--- config.mk ---
export PLATFORM = sky130hd
export DESIGN_NAME = apb_io_regs
export DESIGN_NICKNAME = d
export VERILOG_FILES = /design/src/rtl/apb_io_regs_pkg.sv /design/src/rtl/apb_io_regs.sv
export SDC_FILE = /design/constraint.sdc
export NUM_CORES = 1
export LEC_CHECK = 0
export BUFFER_PORTS_ARGS = -buffer_cell sky130_fd_sc_hd__buf_2
export CORE_MARGIN = 5
export CORE_UTILIZATION = 47
export DETAILED_ROUTE_END_ITERATION = 6
export GPL_ROUTABILITY_DRIVEN = 0
export GPL_TIMING_DRIVEN = 0
export HOLD_SLACK_MARGIN = 0.06
export PLACE_DENSITY_LB_ADDON = 0.25
export SLEW_MARGIN = 20
export SYNTH_ARGS = -nofsm -noshare
export SYNTH_HDL_FRONTEND = slang
export SYNTH_SLANG_ARGS = --single-unit
--- constraint.sdc ---
create_clock -name PCLK -period 1.85 [get_ports PCLK]
set_input_delay 0.37 -clock PCLK [delete_from_list [all_inputs] [get_ports PCLK]]
set_output_delay 0.37 -clock PCLK [all_outputs]
set_load 0.005 [all_outputs]
--- src/rtl/apb_io_regs_pkg.sv ---
// Shared constants for the apb_io_regs register block: address map,
// register reset values and the constant ID word.
package apb_io_regs_pkg;

  localparam logic [4:0] ADDR_STATUS32 = 5'h00;
  localparam logic [4:0] ADDR_STATUS16 = 5'h04;
  localparam logic [4:0] ADDR_STATUS8  = 5'h08;
  localparam logic [4:0] ADDR_RSVD     = 5'h0C;
  localparam logic [4:0] ADDR_CTRL32   = 5'h10;
  localparam logic [4:0] ADDR_CTRL16   = 5'h14;
  localparam logic [4:0] ADDR_CTRL8    = 5'h18;
  localparam logic [4:0] ADDR_ID       = 5'h1C;

  localparam logic [31:0] RST_CTRL32 = 32'h0000_0000;
  localparam logic [15:0] RST_CTRL16 = 16'h1234;
  localparam logic [7:0]  RST_CTRL8  = 8'h00;

  // "Hi!" stored little-endian.
  localparam logic [31:0] ID_WORD = 32'h0021_6948;

  typedef enum logic [2:0] {
    IDX_STATUS32 = ADDR_STATUS32[4:2],
    IDX_STATUS16 = ADDR_STATUS16[4:2],
    IDX_STATUS8  = ADDR_STATUS8[4:2],
    IDX_RSVD     = ADDR_RSVD[4:2],
    IDX_CTRL32   = ADDR_CTRL32[4:2],
    IDX_CTRL16   = ADDR_CTRL16[4:2],
    IDX_CTRL8    = ADDR_CTRL8[4:2],
    IDX_ID       = ADDR_ID[4:2]
  } reg_idx_e;

  function automatic reg_idx_e addr_to_idx(input logic [4:0] addr);
    return reg_idx_e'(addr[4:2]);
  endfunction

  function automatic logic idx_is_ro(input reg_idx_e idx);
    return !(idx inside {IDX_CTRL32, IDX_CTRL16, IDX_CTRL8});
  endfunction

endpackage

--- src/rtl/apb_io_regs.sv ---
// APB3 slave exposing three status inputs, three control registers and an ID
// word. Zero wait states; clk_en freezes all state and stretches the access.
module apb_io_regs
  import apb_io_regs_pkg::*;
#(
  parameter int APB_ADDR_WIDTH = 5,
  parameter int APB_DATA_WIDTH = 32
) (
  input  logic                      PCLK,
  input  logic                      PRESET,
  input  logic                      clk_en,
  input  logic                      PSEL,
  input  logic                      PENABLE,
  input  logic                      PWRITE,
  input  logic [APB_ADDR_WIDTH-1:0] PADDR,
  input  logic [APB_DATA_WIDTH-1:0] PWDATA,
  output logic [APB_DATA_WIDTH-1:0] PRDATA,
  output logic                      PREADY,
  output logic                      PSLVERR,
  input  logic [31:0]               status32b_i,
  input  logic [15:0]               status16b_i,
  input  logic [7:0]                status8b_i,
  output logic [31:0]               control32b_o,
  output logic [15:0]               control16b_o,
  output logic [7:0]                control8b_o
);

  reg_idx_e    word_idx;
  logic        addr_is_ro;
  logic        apb_write_access;
  logic        apb_read_setup;
  logic [31:0] rdata_mux;

  logic [31:0] ctrl32_q, ctrl32_d;
  logic [15:0] ctrl16_q, ctrl16_d;
  logic [7:0]  ctrl8_q,  ctrl8_d;
  logic [31:0] prdata_q, prdata_d;

  // Byte-lane bits of the address carry no meaning for word registers.
  logic unused_addr_lsbs;
  assign unused_addr_lsbs = ^PADDR[1:0];

  assign word_idx         = addr_to_idx(PADDR[4:0]);
  assign addr_is_ro       = idx_is_ro(word_idx);
  assign apb_write_access = PSEL & PENABLE & PWRITE & clk_en;
  assign apb_read_setup   = PSEL & ~PENABLE & ~PWRITE & clk_en;

  always_comb begin
    rdata_mux = 32'h0;
    unique case (word_idx)
      IDX_STATUS32: rdata_mux = status32b_i;
      IDX_STATUS16: rdata_mux = {16'h0, status16b_i};
      IDX_STATUS8:  rdata_mux = {24'h0, status8b_i};
      IDX_RSVD:     rdata_mux = 32'h0;
      IDX_CTRL32:   rdata_mux = ctrl32_q;
      IDX_CTRL16:   rdata_mux = {16'h0, ctrl16_q};
      IDX_CTRL8:    rdata_mux = {24'h0, ctrl8_q};
      IDX_ID:       rdata_mux = ID_WORD;
      default:      rdata_mux = 32'h0;
    endcase
  end

  always_comb begin
    // NOTE: every next-state signal gets a hold default first so no path
    // through the case leaves it unassigned, which would infer a latch.
    ctrl32_d = ctrl32_q;
    ctrl16_d = ctrl16_q;
    ctrl8_d  = ctrl8_q;
    prdata_d = prdata_q;
    if (apb_write_access) begin
      unique case (word_idx)
        IDX_CTRL32: ctrl32_d = PWDATA[31:0];
        IDX_CTRL16: ctrl16_d = PWDATA[15:0];
        IDX_CTRL8:  ctrl8_d  = PWDATA[7:0];
        default:    ;
      endcase
    end
    if (apb_read_setup) begin
      prdata_d = rdata_mux;
    end
  end

  // NOTE: reset is tested before clk_en so it wins even while the clock is
  // gated; state updates use non-blocking assignments so all registers see
  // pre-edge values regardless of statement order.
  always_ff @(posedge PCLK) begin
    if (PRESET) begin
      ctrl32_q <= RST_CTRL32;
      ctrl16_q <= RST_CTRL16;
      ctrl8_q  <= RST_CTRL8;
      prdata_q <= 32'h0;
    end else if (clk_en) begin
      ctrl32_q <= ctrl32_d;
      ctrl16_q <= ctrl16_d;
      ctrl8_q  <= ctrl8_d;
      prdata_q <= prdata_d;
    end
  end

  assign PRDATA       = prdata_q;
  assign PREADY       = clk_en;
  assign PSLVERR      = PSEL & PENABLE & PWRITE & addr_is_ro;
  assign control32b_o = ctrl32_q;
  assign control16b_o = ctrl16_q;
  assign control8b_o  = ctrl8_q;

endmodule

==> metrics, run 1 <==
share of the synthesized area in the top cell type 0.440; grt ovf 0; Synth area leaders dfxtp_1 44%, mux2i_1 7.3%, nand2_1 6.5%; buffers and inverters on the worst path 4; final worst path period need 1.77 ns; Worst Path Max Fanout 10; Synth async-reset ratio 0; critical-path cell list buf_2 > buf_4 > buf_2 > nand2_1 > a21oi_1 > buf_2; Crit path required time 1.48 ns; H-tree depth 3; area of the multi-input gates 2000 sq um; hold endpoint control16b_o[12]; leading area contributor after synthesis dfxtp_1; Critical Setup Path Class input pin to output port; Global Route Usage Sum 0.261; # setup viols final 0; min-delay src PWDATA[12]; CTS tree built; Via density 5.56; syn_nets 558; Layout Cells excl Fill 762; Lkg Pwr 2.33 nW; nets 752; Synth Warn # 0; Die Y 102 um; Compound-Gate Fraction of Synth Area 0.188; io pins 189; Critical Path End Type output port; Post-Synth XOR/XNOR Area 0; post-synthesis sequential area ratio 0.440; reg2reg start control8b_o[0]; layout cells sized above 1 0.342; post-synthesis mux area share 0.0951; fin crit share 0.954; largest net degree at the start of global routing 14; count of cell types in the netlist 50; worst skew pair latency 0.34 ns; DRT iter0 DRCs 262; max cap viols 0; Slowest-stage cell, CP buf_2; status completed; Final Max Slew Viols 0; reg-to-reg slack, setup 0.38 ns; drt pass-1 iters 5; largest family of logic cells by synthesized area simple AND/OR/NAND/NOR gates; CTS sink count 88; Final Hold Vio Count 0; Synth Area in Adders 0; die area 10,500 sq um; clk slew on worst S/H paths 0.08 ns; Clock Tree Buf Depth 2; Post-synth EDFFs 0; RSZ-0062 raised after global routing false; synthesized area 4000 sq um; worst reg-to-reg path cell count 4; WP data arrival 1.40 ns; # rows 33; Post-Route Setup TNS 0 ns; fin area 5260 sq um; Synth Flop Type dfxtp_1; pre-CTS setup slack -0.286 ns; CP max stage delay 0.28 ns; FF+latch area 1760 sq um; final worst slack 0.0849 ns; vias in the first global route 4,124; DP Area 5050 sq um; most numerous cell on the critical path buf_2; Area growth, synth to finish 31.4%; Fillers 780; hold crit path type input pin to register; worst-margin pin slew 0.729 ns; depth of the worst hold-timing path 2; number of synthesized register bits 88; IO Port Bufs 184; startpoint types input pin; hold buffers post-CTS 0; Synth Area in Simple Gates 0.216; worst clock skew 0.00591 ns; Worst slew margin 0.513; initial core utilization 0.484; delay-heaviest family, CP buffers and inverters; Peak VDD IR 0.000527 V; wire length of the first global-routing pass 20,900 um; total core area 8260 sq um; pwr/cell area 719 nW/um^2; DPL Wire Length 10,800 um; CTS buffer count 9; Antenna diodes 0; f_max 567 MHz; Inst Count DP 748; Clock Root Buffer clkbuf_8; post-CTS setup repair buffer count 0; antenna violations before repair 0; via count 4,235; Post-Synthesis Mean Instance Area 8.71 sq um; DIE WIDTH 102 um; Hold WS 0.244 ns; drc violations 0; R2R Path End PRDATA[0]; wirelength, routed 13,900 um; Avg WL per Cell 18.2 um; Mapped Cells 459; remaining antenna violation count 0
[layout by cell type (no fill, tap or decap), drive strengths merged, types with 4 or more instances in the layout]
cell,Yosys,final
o211ai,6,6
a21oi,40,40
mux2i,29,29
dfxtp,88,88
nor3,22,22
nand3b,4,4
buf,21,204
a311oi,4,4
a22oi,7,7
a21o,4,4
nand2b,8,8
nand3,4,4
nand2,69,69
o21ai,6,6
inv,4,4
nor2b,8,8
o2bb2ai,5,5
a221oi,16,16
nor2,50,50
clkbuf,21,32
a211o,5,5
mux4,4,4
[worst register-to-register path, stage by stage (launching register included)]
cell and delay [ns]:
dfxtp_1 0.34, mux2i_1 0.14, a211oi_1 0.09, a2111oi_1 0.66, nor3_1 0.10
[synthesized netlist by cell type (4+ instances only)]
| cell | number |
|---|---|
| nand3_1 | 4 |
| nand2b_1 | 8 |
| o21ai_0 | 5 |
| nor2b_1 | 7 |
| a311oi_1 | 4 |
| a21oi_1 | 40 |
| buf_2 | 9 |
| clkbuf_1 | 21 |
| o2bb2ai_1 | 5 |
| inv_1 | 4 |
| buf_4 | 9 |
| a22oi_1 | 7 |
| nor3_1 | 21 |
| a221oi_1 | 16 |
| dfxtp_1 | 88 |
| a21o_1 | 4 |
| nand2_1 | 69 |
| nor2_1 | 50 |
| nand3b_1 | 4 |
| o211ai_1 | 6 |
| a211o_1 | 5 |
| mux2i_1 | 29 |
| mux4_2 | 4 |
[worst max path at each step]
stage / depth (start not counted) / startpoint / slack [ns] / to
6_report: 6 / PADDR[3] / 0.08 / PSLVERR
5_1_grt: 6 / PADDR[3] / 0.03 / PSLVERR
4_1_cts: 7 / PADDR[2] / 0.02 / PSLVERR
3_5_place_dp: 5 / PWRITE / -0.29 / PRDATA[0]
3_3_place_gp: 5 / PWRITE / -0.29 / PRDATA[0]
2_1_floorplan: 6 / PADDR[2] / 0.28 / PSLVERR
[repair_timing]
item                                    4_1_cts  5_1_grt
resized for setup                             2        1
endpoints found under the setup margin        1        2
pin swaps                                     0        0
cloned                                        0        0
[power breakdown]
group / switching [W] / internal, W
clock network: 0.000661 / 0.000751
logic: 0.000241 / 0.000194
registers: 0.0000140 / 0.00192
total: 0.000915 / 0.00286
[metrics by stage]
| step | utilization | power, W |
|---|---|---|
| final | 0.637 | 0.00378 |
| after CTS | 0.637 | 0.00379 |
| after floorplan | - | 0.00219 |
| after detailed placement | 0.612 | 0.00240 |
| after global placement | 0.612 | 0.00240 |
| after global routing | 0.637 | 0.00392 |
[flip-flops by register name (all words and copies together) (netlist names)]
signal / flops
PRDATA: 32
control16b_o: 16
control32b_o: 32
control8b_o: 8
[layout make-up]
type	count	area share
multi-input cells	325	0.380
flip-flops and latches	88	0.335
repair buffers	184	0.175
plain buffers	41	0.0431
clock buffers	11	0.0250
well taps	105	0.0250
clock inverters	4	0.0133
inverters	4	0.00286
[kinds of logic after synthesis]
group           Yosys count
flops                    88
buf+inv                  46
mux                      33
compound gates          110
simple gates            182
[routing by layer]
layer	vias to the layer above	share of wire	track usage
met5	-	0	0
met4	0	0.023	0.0959
met3	22	0.082	0.0382
met2	208	0.47	0.424
met1	1991	0.42	0.352
li1	2014	-	-
Power figures use the tool's default switching activity.
==> run 2, diff against run 1 <==
--- a/config.mk
+++ b/config.mk
@@ -10,7 +10,6 @@
 export CORE_UTILIZATION = 47
 export DETAILED_ROUTE_END_ITERATION = 6
 export GPL_ROUTABILITY_DRIVEN = 0
-export GPL_TIMING_DRIVEN = 0
 export HOLD_SLACK_MARGIN = 0.06
 export PLACE_DENSITY_LB_ADDON = 0.25
 export SLEW_MARGIN = 20
==> run 2 against run 1 <==
  * Flip-flop and latch count stayed put
  * Total power is 4.6% higher
  * Clock skew is 0.0048 ns higher
  * Highest routed layer unchanged
==> metrics, run 2 (synthesis results as in run 1) <==
status completed; RSZ-0062 raised after global routing false; Clock Tree Buf Depth 2 (unchanged); net switching power 0.000901 W (-1.6%); nets 739 (-1.7%); Clock Root Buffer clkbuf_8; WP data arrival 1.84 ns (+0.44 ns); wire length of the first global-routing pass 19,600 um (-6.5%); Critical Setup Path Class input pin to register; Final Max Slew Viols 0 (unchanged); max cap viols 0 (unchanged); min-delay src PWDATA[23]; Peak VDD IR 0.000492 V (-6.7%); post-CTS setup repair buffer count 0 (unchanged); post-cts sizing count 0 (-2); Hold WS 0.242 ns (-0.00166 ns); Worst Setup SP PADDR[3]; Antenna diodes 0 (unchanged); Area growth, synth to finish 33.8%; via count 4,052 (-4.3%); Crit path required time 2.08 ns (+0.60 ns); drc violations 0 (unchanged); remaining antenna violation count 0 (unchanged); hold crit path type input pin to register; CTS sink count 88 (unchanged); worst-margin pin slew 0.686 ns (-0.0433 ns); f_max 620 MHz (+9.4%); most frequent cells in the layout 186 x buf_2, 88 x dfxtp_1, 69 x nand2_1; final worst path period need 1.61 ns (-0.152 ns); worst clock skew 0.0107 ns (+0.00478 ns); Avg WL per Cell 16.6 um (-8.6%); H-tree depth 3 (unchanged); Worst Path Max Fanout 12 (+2); commonest non-fill, non-tap cell in the layout buf_2; sw frac 0.228 (-0.0142); Worst slew margin 0.531 (+0.0182); Seq pwr share 0.489 (-0.022); IO Port Bufs 186 (+1.1%); Tot Pwr 0.00395 W (+4.6%); worst skew pair latency 0.35 ns (about the same); total core area 8260 sq um (unchanged); die area 10,500 sq um (unchanged); hold buffers post-CTS 0 (unchanged); Power Internal 0.00305 W (+6.6%); Die Y 102 um (unchanged); DRT iter0 DRCs 143 (-45%); # rows 33 (unchanged); Critical Path End Type register; antenna violations before repair 0 (unchanged); Lkg Pwr 2.37 nW (+1.8%); DIE WIDTH 102 um (unchanged); pwr/cell area 739 nW/um^2 (+2.8%); reg2reg start control8b_o[0]; CTS tree built; largest net degree at the start of global routing 33 (+19); Global Route Usage Sum 0.237 (-0.0234); Clk pwr share 0.403 (+0.029); fin crit share 0.872 (-0.0819); Comb pwr share 0.108 (-0.007); DPL Wire Length 9470 um (-12%); # setup viols final 0 (unchanged); layout cells sized above 1 0.365 (+0.0224); CTS buffer count 9 (unchanged); drt pass-1 iters 4 (-1); clk slew on worst S/H paths 0.09 ns (about the same); wirelength, routed 12,500 um (-10%); vias in the first global route 4,060 (-1.6%); Via density 5.41 (-2.7%); Final Hold Vio Count 0 (unchanged); initial core utilization 0.484 (unchanged); io pins 189 (unchanged); grt ovf 0 (unchanged); startpoint types input pin
-- run 2: worst paths after layout --
| kind | end | slack (ns) | depth (start not counted) |
|---|---|---|---|
| setup / recovery | PRDATA[0] | 0.24 | 6 |
| hold / removal | control32b_o[23] | 0.24 | 3 |
| setup reg to reg | PRDATA[0] | 0.30 | 5 |
| hold reg to reg | PRDATA[7] | 0.47 | 2 |
-- run 2: final cells by class --
type | instances | area (sq um)
inverter | 4 | 15.0
tap | 105 | 131
fill | 734 | 2910
timing repair buffer | 212 | 1200
clock inverter | 5 | 105
multi-input combinational | 325 | 2000
clock buffer | 10 | 138
sequential | 88 | 1760
-- run 2: layer usage --
layer | vias to the layer above | wire length [um] | global-route usage
li1 | 1986 | - | -
met1 | 1877 | 4940 | 0.296
met2 | 175 | 6180 | 0.406
met3 | 14 | 1130 | 0.0491
met4 | 0 | 205 | 0.0827
met5 | - | 0 | 0
-- run 2: stage by stage --
stage	setup slack, ns	instances	area [sq um]	utilization	TNS [ns]
2_1_floorplan	0.281	459	4000	-	0
3_3_place_gp	-0.150	734	5110	0.618	-0.150
3_5_place_dp	-0.120	734	5110	0.618	-0.120
4_1_cts	0.239	749	5350	0.648	0
5_1_grt	0.141	749	5350	0.648	0
6_report	0.236	749	5350	0.648	0
-- run 2: worst max-delay path, cell delays in order --
cell and delay [ns]:
buf_2 0.28, mux2i_1 0.22, a211oi_1 0.08, a2111oi_0 0.61, buf_4 0.22, nor3_1 0.04
-- run 2: power groups by stage --
stage,clock [W],combinational (W),sequential [W]
2_1_floorplan,0,0.000210,0.00198
3_3_place_gp,0,0.000419,0.00198
3_5_place_dp,0,0.000426,0.00198
4_1_cts,0.00163,0.000427,0.00193
5_1_grt,0.00171,0.000469,0.00194
6_report,0.00159,0.000427,0.00193
